`src/rtl/tlb_pkg.sv`:
```
// Shared types and default sizing for the CP0 TLB operation controller.
// Sizing defaults match tlb_defines.vh.
package tlb_pkg;

    localparam int TLB_LINE_DEFAULT  = 32;
    localparam int TLB_WIDTH_DEFAULT = 5;

    typedef enum logic [1:0] {
        TLB_OP_P  = 2'd0,
        TLB_OP_R  = 2'd1,
        TLB_OP_WI = 2'd2,
        TLB_OP_WR = 2'd3
    } tlb_op_e;

    typedef enum logic [1:0] {
        ST_IDLE,
        ST_ISSUE,
        ST_FENCE,
        ST_RESP
    } tlb_ctrl_state_e;

endpackage

```
`src/rtl/tlb_random_gen.sv`:
```
// CP0 Random register: counts down from TLB_LINE-1 and wraps at Wired or 0.
// Holds its value while a TLBWR is being issued so the write index is stable.
module tlb_random_gen
    import tlb_pkg::*;
#(
    parameter int TLB_LINE  = TLB_LINE_DEFAULT,
    parameter int TLB_WIDTH = TLB_WIDTH_DEFAULT
) (
    input  logic                 clk,
    input  logic                 rst,
    input  logic                 freeze,
    input  logic                 wired_we,
    input  logic [TLB_WIDTH-1:0] wired,
    output logic [TLB_WIDTH-1:0] random_q
);

    localparam logic [TLB_WIDTH-1:0] RANDOM_TOP = TLB_WIDTH'(TLB_LINE - 1);

    // A Wired write wins over the freeze; the frozen value has already been used for the write.
    always_ff @(posedge clk) begin
        if (!rst) begin
            random_q <= RANDOM_TOP;
        end else if (wired_we) begin
            random_q <= RANDOM_TOP;
        end else if (freeze) begin
            random_q <= random_q;
        end else if ((random_q == wired) || (random_q == '0)) begin
            random_q <= RANDOM_TOP;
        end else begin
            random_q <= random_q - TLB_WIDTH'(1);
        end
    end

endmodule

```
`src/rtl/tlb_op_ctrl.sv`:
```
// Sequences TLBP/TLBR/TLBWI/TLBWR into the MMU as single-cycle pulses and
// returns a registered CP0 write-back response; blocks translation while busy.
module tlb_op_ctrl
    import tlb_pkg::*;
#(
    parameter int TLB_LINE     = TLB_LINE_DEFAULT,
    parameter int TLB_WIDTH    = TLB_WIDTH_DEFAULT,
    parameter int FENCE_CYCLES = 2
) (
    input  logic                 clk,
    input  logic                 rst,
    input  logic                 op_valid,
    input  logic [1:0]           op_code,
    output logic                 op_ready,
    output logic                 resp_valid,
    input  logic                 resp_ready,
    output logic                 resp_we_index,
    output logic                 resp_we_entry,
    output logic [31:0]          resp_index,
    output logic [31:0]          resp_entryhi,
    output logic [31:0]          resp_entrylo0,
    output logic [31:0]          resp_entrylo1,
    output logic [31:0]          resp_pagemask,
    output logic                 tlbp,
    output logic                 tlbr,
    output logic                 tlbwi,
    output logic                 tlbwr,
    input  logic [31:0]          mmu_index,
    input  logic [31:0]          mmu_entryhi,
    input  logic [31:0]          mmu_entrylo0,
    input  logic [31:0]          mmu_entrylo1,
    input  logic [31:0]          mmu_pagemask,
    input  logic [TLB_WIDTH-1:0] wired,
    input  logic                 wired_we,
    output logic [31:0]          random_out,
    output logic                 xlate_block
);

    localparam logic [3:0] FENCE_LOAD = 4'(FENCE_CYCLES);

    tlb_ctrl_state_e      state;
    tlb_op_e              op_q;
    tlb_op_e              op_in;
    logic [3:0]           fence_cnt;
    logic [TLB_WIDTH-1:0] random_q;
    logic                 freeze;

    assign op_in      = tlb_op_e'(op_code);
    assign freeze     = (state == ST_ISSUE) && (op_q == TLB_OP_WR);
    assign random_out = {{(32 - TLB_WIDTH){1'b0}}, random_q};

    tlb_random_gen #(
        .TLB_LINE (TLB_LINE),
        .TLB_WIDTH(TLB_WIDTH)
    ) u_random (
        .clk     (clk),
        .rst     (rst),
        .freeze  (freeze),
        .wired_we(wired_we),
        .wired   (wired),
        .random_q(random_q)
    );

    // Pulses default low every cycle; only the IDLE handshake raises one for the ISSUE cycle.
    always_ff @(posedge clk) begin
        if (!rst) begin
            state         <= ST_IDLE;
            op_q          <= TLB_OP_P;
            fence_cnt     <= '0;
            op_ready      <= 1'b1;
            resp_valid    <= 1'b0;
            resp_we_index <= 1'b0;
            resp_we_entry <= 1'b0;
            resp_index    <= '0;
            resp_entryhi  <= '0;
            resp_entrylo0 <= '0;
            resp_entrylo1 <= '0;
            resp_pagemask <= '0;
            tlbp          <= 1'b0;
            tlbr          <= 1'b0;
            tlbwi         <= 1'b0;
            tlbwr         <= 1'b0;
            xlate_block   <= 1'b0;
        end else begin
            tlbp  <= 1'b0;
            tlbr  <= 1'b0;
            tlbwi <= 1'b0;
            tlbwr <= 1'b0;
            case (state)
                ST_IDLE: begin
                    if (op_valid) begin
                        op_q        <= op_in;
                        op_ready    <= 1'b0;
                        xlate_block <= 1'b1;
                        state       <= ST_ISSUE;
                        tlbp        <= (op_in == TLB_OP_P);
                        tlbr        <= (op_in == TLB_OP_R);
                        tlbwi       <= (op_in == TLB_OP_WI);
                        tlbwr       <= (op_in == TLB_OP_WR);
                    end
                end
                ST_ISSUE: begin
                    if ((op_q == TLB_OP_P) || (op_q == TLB_OP_R)) begin
                        resp_index    <= mmu_index;
                        resp_entryhi  <= mmu_entryhi;
                        resp_entrylo0 <= mmu_entrylo0;
                        resp_entrylo1 <= mmu_entrylo1;
                        resp_pagemask <= mmu_pagemask;
                        resp_we_index <= (op_q == TLB_OP_P);
                        resp_we_entry <= (op_q == TLB_OP_R);
                        resp_valid    <= 1'b1;
                        xlate_block   <= 1'b0;
                        state         <= ST_RESP;
                    end else begin
                        resp_we_index <= 1'b0;
                        resp_we_entry <= 1'b0;
                        if (FENCE_CYCLES == 0) begin
                            resp_valid  <= 1'b1;
                            xlate_block <= 1'b0;
                            state       <= ST_RESP;
                        end else begin
                            fence_cnt   <= FENCE_LOAD;
                            xlate_block <= 1'b1;
                            state       <= ST_FENCE;
                        end
                    end
                end
                ST_FENCE: begin
                    // The last fence cycle is the one where the counter steps to zero.
                    if (fence_cnt <= 4'd1) begin
                        fence_cnt   <= '0;
                        resp_valid  <= 1'b1;
                        xlate_block <= 1'b0;
                        state       <= ST_RESP;
                    end else begin
                        fence_cnt <= fence_cnt - 4'd1;
                    end
                end
                ST_RESP: begin
                    if (resp_ready) begin
                        resp_valid    <= 1'b0;
                        resp_we_index <= 1'b0;
                        resp_we_entry <= 1'b0;
                        op_ready      <= 1'b1;
                        state         <= ST_IDLE;
                    end
                end
                default: begin
                    state <= ST_IDLE;
                end
            endcase
        end
    end

endmodule

```
`config.mk`:
```
export PLATFORM = sky130hd
export DESIGN_NAME = tlb_op_ctrl
export DESIGN_NICKNAME = d
export VERILOG_FILES = /design/src/rtl/tlb_pkg.sv /design/src/rtl/tlb_random_gen.sv /design/src/rtl/tlb_op_ctrl.sv
export SDC_FILE = /design/constraint.sdc
export NUM_CORES = 1
export LEC_CHECK = 0
export BUFFER_PORTS_ARGS = -buffer_cell sky130_fd_sc_hd__buf_2
export CAP_MARGIN = 30
export CORE_ASPECT_RATIO = 0.6
export CORE_MARGIN = 2
export CORE_UTILIZATION = 35
export DETAILED_ROUTE_END_ITERATION = 16
export PLACE_DENSITY = 0.72
export SLEW_MARGIN = 5
export SYNTH_ARGS = -nofsm -noshare
export SYNTH_HDL_FRONTEND = slang
export SYNTH_SLANG_ARGS = --single-unit
```
`constraint.sdc`:
```
create_clock -name clk -period 4.17 [get_ports clk]
set_input_delay 0.2085 -clock clk [delete_from_list [all_inputs] [get_ports clk]]
set_output_delay 0.2085 -clock clk [all_outputs]
set_load 0.05 [all_outputs]
```
==> PnR_summary.wiki <==
{| class="wikitable"
! Metric !! Value
|-
| Number of design-rule violations left by the first detailed-router iteration || 398
|-
| Post-DR wirelength/cell || about 14 um
|-
| Final critical-path setup slack || 1.737 ns
|-
| Slowest cell delay on critical path || around 0.86 ns
|-
| Slew headroom || 36.73%
|-
| Synthesized instance count || about 850
|-
| CTS sink count || 182
|-
| Initial Utilization || 35.59%
|-
| Mean Syn Cell Area || slightly below 8 um2
|-
| Total routing resource utilization after global routing || around a fifth
|-
| Most frequent cells after synthesis || 337 x sky130_fd_sc_hd__nand2_1, 182 x sky130_fd_sc_hd__dfxtp_1, 169 x sky130_fd_sc_hd__a21oi_1
|-
| Instance count after placement with tap cells included || 1,391
|-
| H-Tree Level Count || 4
|-
| Wire length of the first global-routing pass || 33,270 um
|-
| Area grow syn2layout || 50.48%
|-
| Number of filler instances in the final layout || about 1,700
|-
| Clock transition time at the flip-flop clock pins of the worst setup and hold paths || 0.06 ns
|-
| Die ar. || 20,470 um2
|-
| Critical-path top delay cell || sky130_fd_sc_hd__nor2b_4
|-
| Setup repair after global routing missed its margin || no
|-
| Total leakage power || about 4.7 nW
|-
| Vias per cell || 4.608
|-
| Chain of cells forming the critical path || inv_1 -> ha_1 -> nor2b_4 -> buf_12 -> nand2_1 -> a21oi_1
|-
| Placeable Area || 18,980 um2
|-
| Layout Skew || 0.007046 ns
|-
| Post-CTS Resized || 0
|-
| Async S/R FF share, synth || 0%
|-
| Final Cycle Share || 58.35%
|-
| Arrival time reported for the critical path endpoint || 2.78 ns
|-
| Post-CTS repair timing setup buffer count || 0
|-
| Setup Total Neg Slack || 0 ns
|-
| Residual overflow from global routing || 0
|-
| Category of the most critical setup path || reg -> reg
|-
| Post-CTS Hold Buffers || between 100 and 150
|-
| Synthesis warning total || 0
|-
| Hpwl dp || 13,310 um
|-
| Initial antenna violation count || 0
|-
| Row Count || 39
|-
| Fraction of post-synthesis cell area in the top cell type by area || 53.93%
|-
| Clock latency reported for the late side of the worst-skew pair || 0.42 ns
|-
| Post-Place Worst Slack || between 1.5 and 2 ns
|-
| Class of the tightest hold or removal check || in -> reg
|-
| Most used flip-flop cell after synthesis || sky130_fd_sc_hd__dfxtp_1
|-
| DRC viols || 0
|-
| CP max FO || 72
|-
| CTS tree || built
|-
| Final setup violating endpoints || 0
|-
| Most frequent cell after synthesis || sky130_fd_sc_hd__nand2_1
|-
| Pin count of the biggest net entering global routing || 101
|-
| Status || finished, final reports clean
|-
| Final wirelength || 20,840 um
|-
| Power per cell area || around 700 nW/um2
|-
| Die height || 111.6 um
|-
| Final Max Tran Viols || 0
|-
| Routability cong. || a little under 0.8
|-
| Count of input and output buffers || 345
|-
| Final worst path period need || 2.433 ns
|-
| Cell variety after synth || 33
|-
| Routed vias || about 7,000
|-
| Cell taking the most area after synthesis || sky130_fd_sc_hd__dfxtp_1
|-
| Clock tree buffer depth || 2
|-
| Number of inserted diodes || 0
|-
| Final #Nets || roughly 1,500
|-
| CP Capture Type || flop
|-
| Horizontal die dimension || 183.4 um
|-
| Count of non-filler cells in the finished layout || 1,531
|-
| Proportion of synthesized chip area in sequential cells || 53.93%
|-
| Maximum vdd drop || about 370 uV
|-
| DRT Pass-1 Iters || 4
|-
| Share of final-layout standard cells stronger than drive strength 1 || 30.12%
|-
| Tightest Pin Transition || 0.9470 ns
|-
| CTS Buf Count || 17
|-
| Count of flip-flops with a built-in enable after synthesis || 0
|-
| Top-Level Pins || 373
|-
| Via count of the first global-routing pass || 6,944
|-
| Root cell of the clock tree || sky130_fd_sc_hd__clkbuf_16
|-
| Leading post-synthesis cells by cell area || sky130_fd_sc_hd__dfxtp_1 54%, sky130_fd_sc_hd__nand2_1 19%, sky130_fd_sc_hd__a21oi_1 13%
|-
| Cell area after technology mapping || 6756 um2
|-
| ANT nets after route || 0
|-
| Max_cap viols || 0
|-
| Max Clock Freq || between 400 and 500 MHz
|-
| Number of hold violations in the final report || 0
|-
| Type of origin of the critical path || flop
|-
| Synth Register Bits || roughly 180
|-
| Data required time of the worst path || around 4.5 ns
|}
## state kept, by name, summed over array words and instances (netlist names), 2 cells and up
| register | count |
|---|---|
| resp_entryhi | 32 |
| resp_entrylo0 | 32 |
| resp_entrylo1 | 32 |
| resp_index | 32 |
| resp_pagemask | 32 |
| u_random.random_q | 5 |
| fence_cnt | 4 |
| op_q | 2 |
| state | 2 |
## worst max-delay path: cells and delay by family (launching register included)
family / cells / cell delay, ns
AO/OA/AOI/OAI: 1 / 0.16
adder cells (fa/ha/maj): 1 / 0.36
buffers and inverters: 2 / 0.45
AND/OR/NAND/NOR: 2 / 0.96
flip-flops: 1 / 0.35
## cell type report
class	instances	area (um2)	area share, %
clock buffer	22	474.2	4.664
tap	246	307.8	3.027
multi-input combinational	603	2723	26.78
sequential	182	3643	35.84
inverter	10	40.04	0.3938
timing repair buffer	458	2883	28.35
clock inverter	10	96.34	0.9476
## worst paths after layout
kind,start,endpoint,slack (ns),cells past startpoint
worst max-delay path,state[1],resp_entrylo0[15],1.74,6
worst min-delay path,mmu_entrylo0[5],resp_entrylo0[5],0.03,3
worst max register to register,state[1],resp_entrylo0[15],1.74,6
worst min register to register,resp_pagemask[27],resp_pagemask[27],0.45,2
## placed cells by master, fill, tap and decap left out, types with 3 or more instances in the layout
cell type and instances:
sky130_fd_sc_hd__dfxtp_1 182, sky130_fd_sc_hd__nand2_1 337, sky130_fd_sc_hd__o21ai_0 5, sky130_fd_sc_hd__inv_1 9, sky130_fd_sc_hd__conb_1 27, sky130_fd_sc_hd__nor3_1 3, sky130_fd_sc_hd__clkbuf_16 17, sky130_fd_sc_hd__a31oi_1 3
sky130_fd_sc_hd__nand3_1 5, sky130_fd_sc_hd__dlygate4sd3_1 108, sky130_fd_sc_hd__buf_12 3, sky130_fd_sc_hd__a21oi_1 169, sky130_fd_sc_hd__ha_1 7, sky130_fd_sc_hd__clkbuf_8 3, sky130_fd_sc_hd__xor2_1 6, sky130_fd_sc_hd__clkinvlp_4 4
sky130_fd_sc_hd__nor4_1 3, sky130_fd_sc_hd__buf_2 345, sky130_fd_sc_hd__nor2_1 11
## routing by layer
| layer | share of wire (%) | vias to the layer above | wire length (um) | GRT usage [%] |
|---|---|---|---|---|
| met1 | 43 | 3220 | 8928 | 23.46 |
| met5 | 0 | - | 0 | 0 |
| li1 | - | 3535 | - | - |
| met4 | 2.3 | 0 | 478 | 8.373 |
| met3 | 7.2 | 41 | 1498 | 6.542 |
| met2 | 48 | 259 | 9930 | 33.99 |
## stage by stage
stage	hold WS [ns]	total power [W]	cell area, um2	utilization [%]
final	0.02603	0.007174	10170	53.56
after global routing	0.004009	0.007579	10170	53.56
after CTS	0.0001546	0.007209	10170	53.56
after detailed placement	0.4243	0.005564	8516	44.86
after global placement	0.4269	0.005517	8516	44.86
after floorplan	0.2800	0.004855	6854	-
## power breakdown
group	internal (W)	switching [W]
Sequential	0.00214	0.000203
Clock	0.000873	0.000676
Combinational	0.000786	0.00250
Total	0.00380	0.00337
## kinds of logic after synthesis
| kind of cell | synth area share, % |
|---|---|
| fa+ha+maj | 1.296 |
| flops | 53.93 |
| simple gates | 21.37 |
| mux | 0.2963 |
| xor+xnor | 1.037 |
| other cells | 0.05550 |
| buf+inv | 7.445 |
| compound gates | 14.57 |
Power figures use the tool's default switching activity.
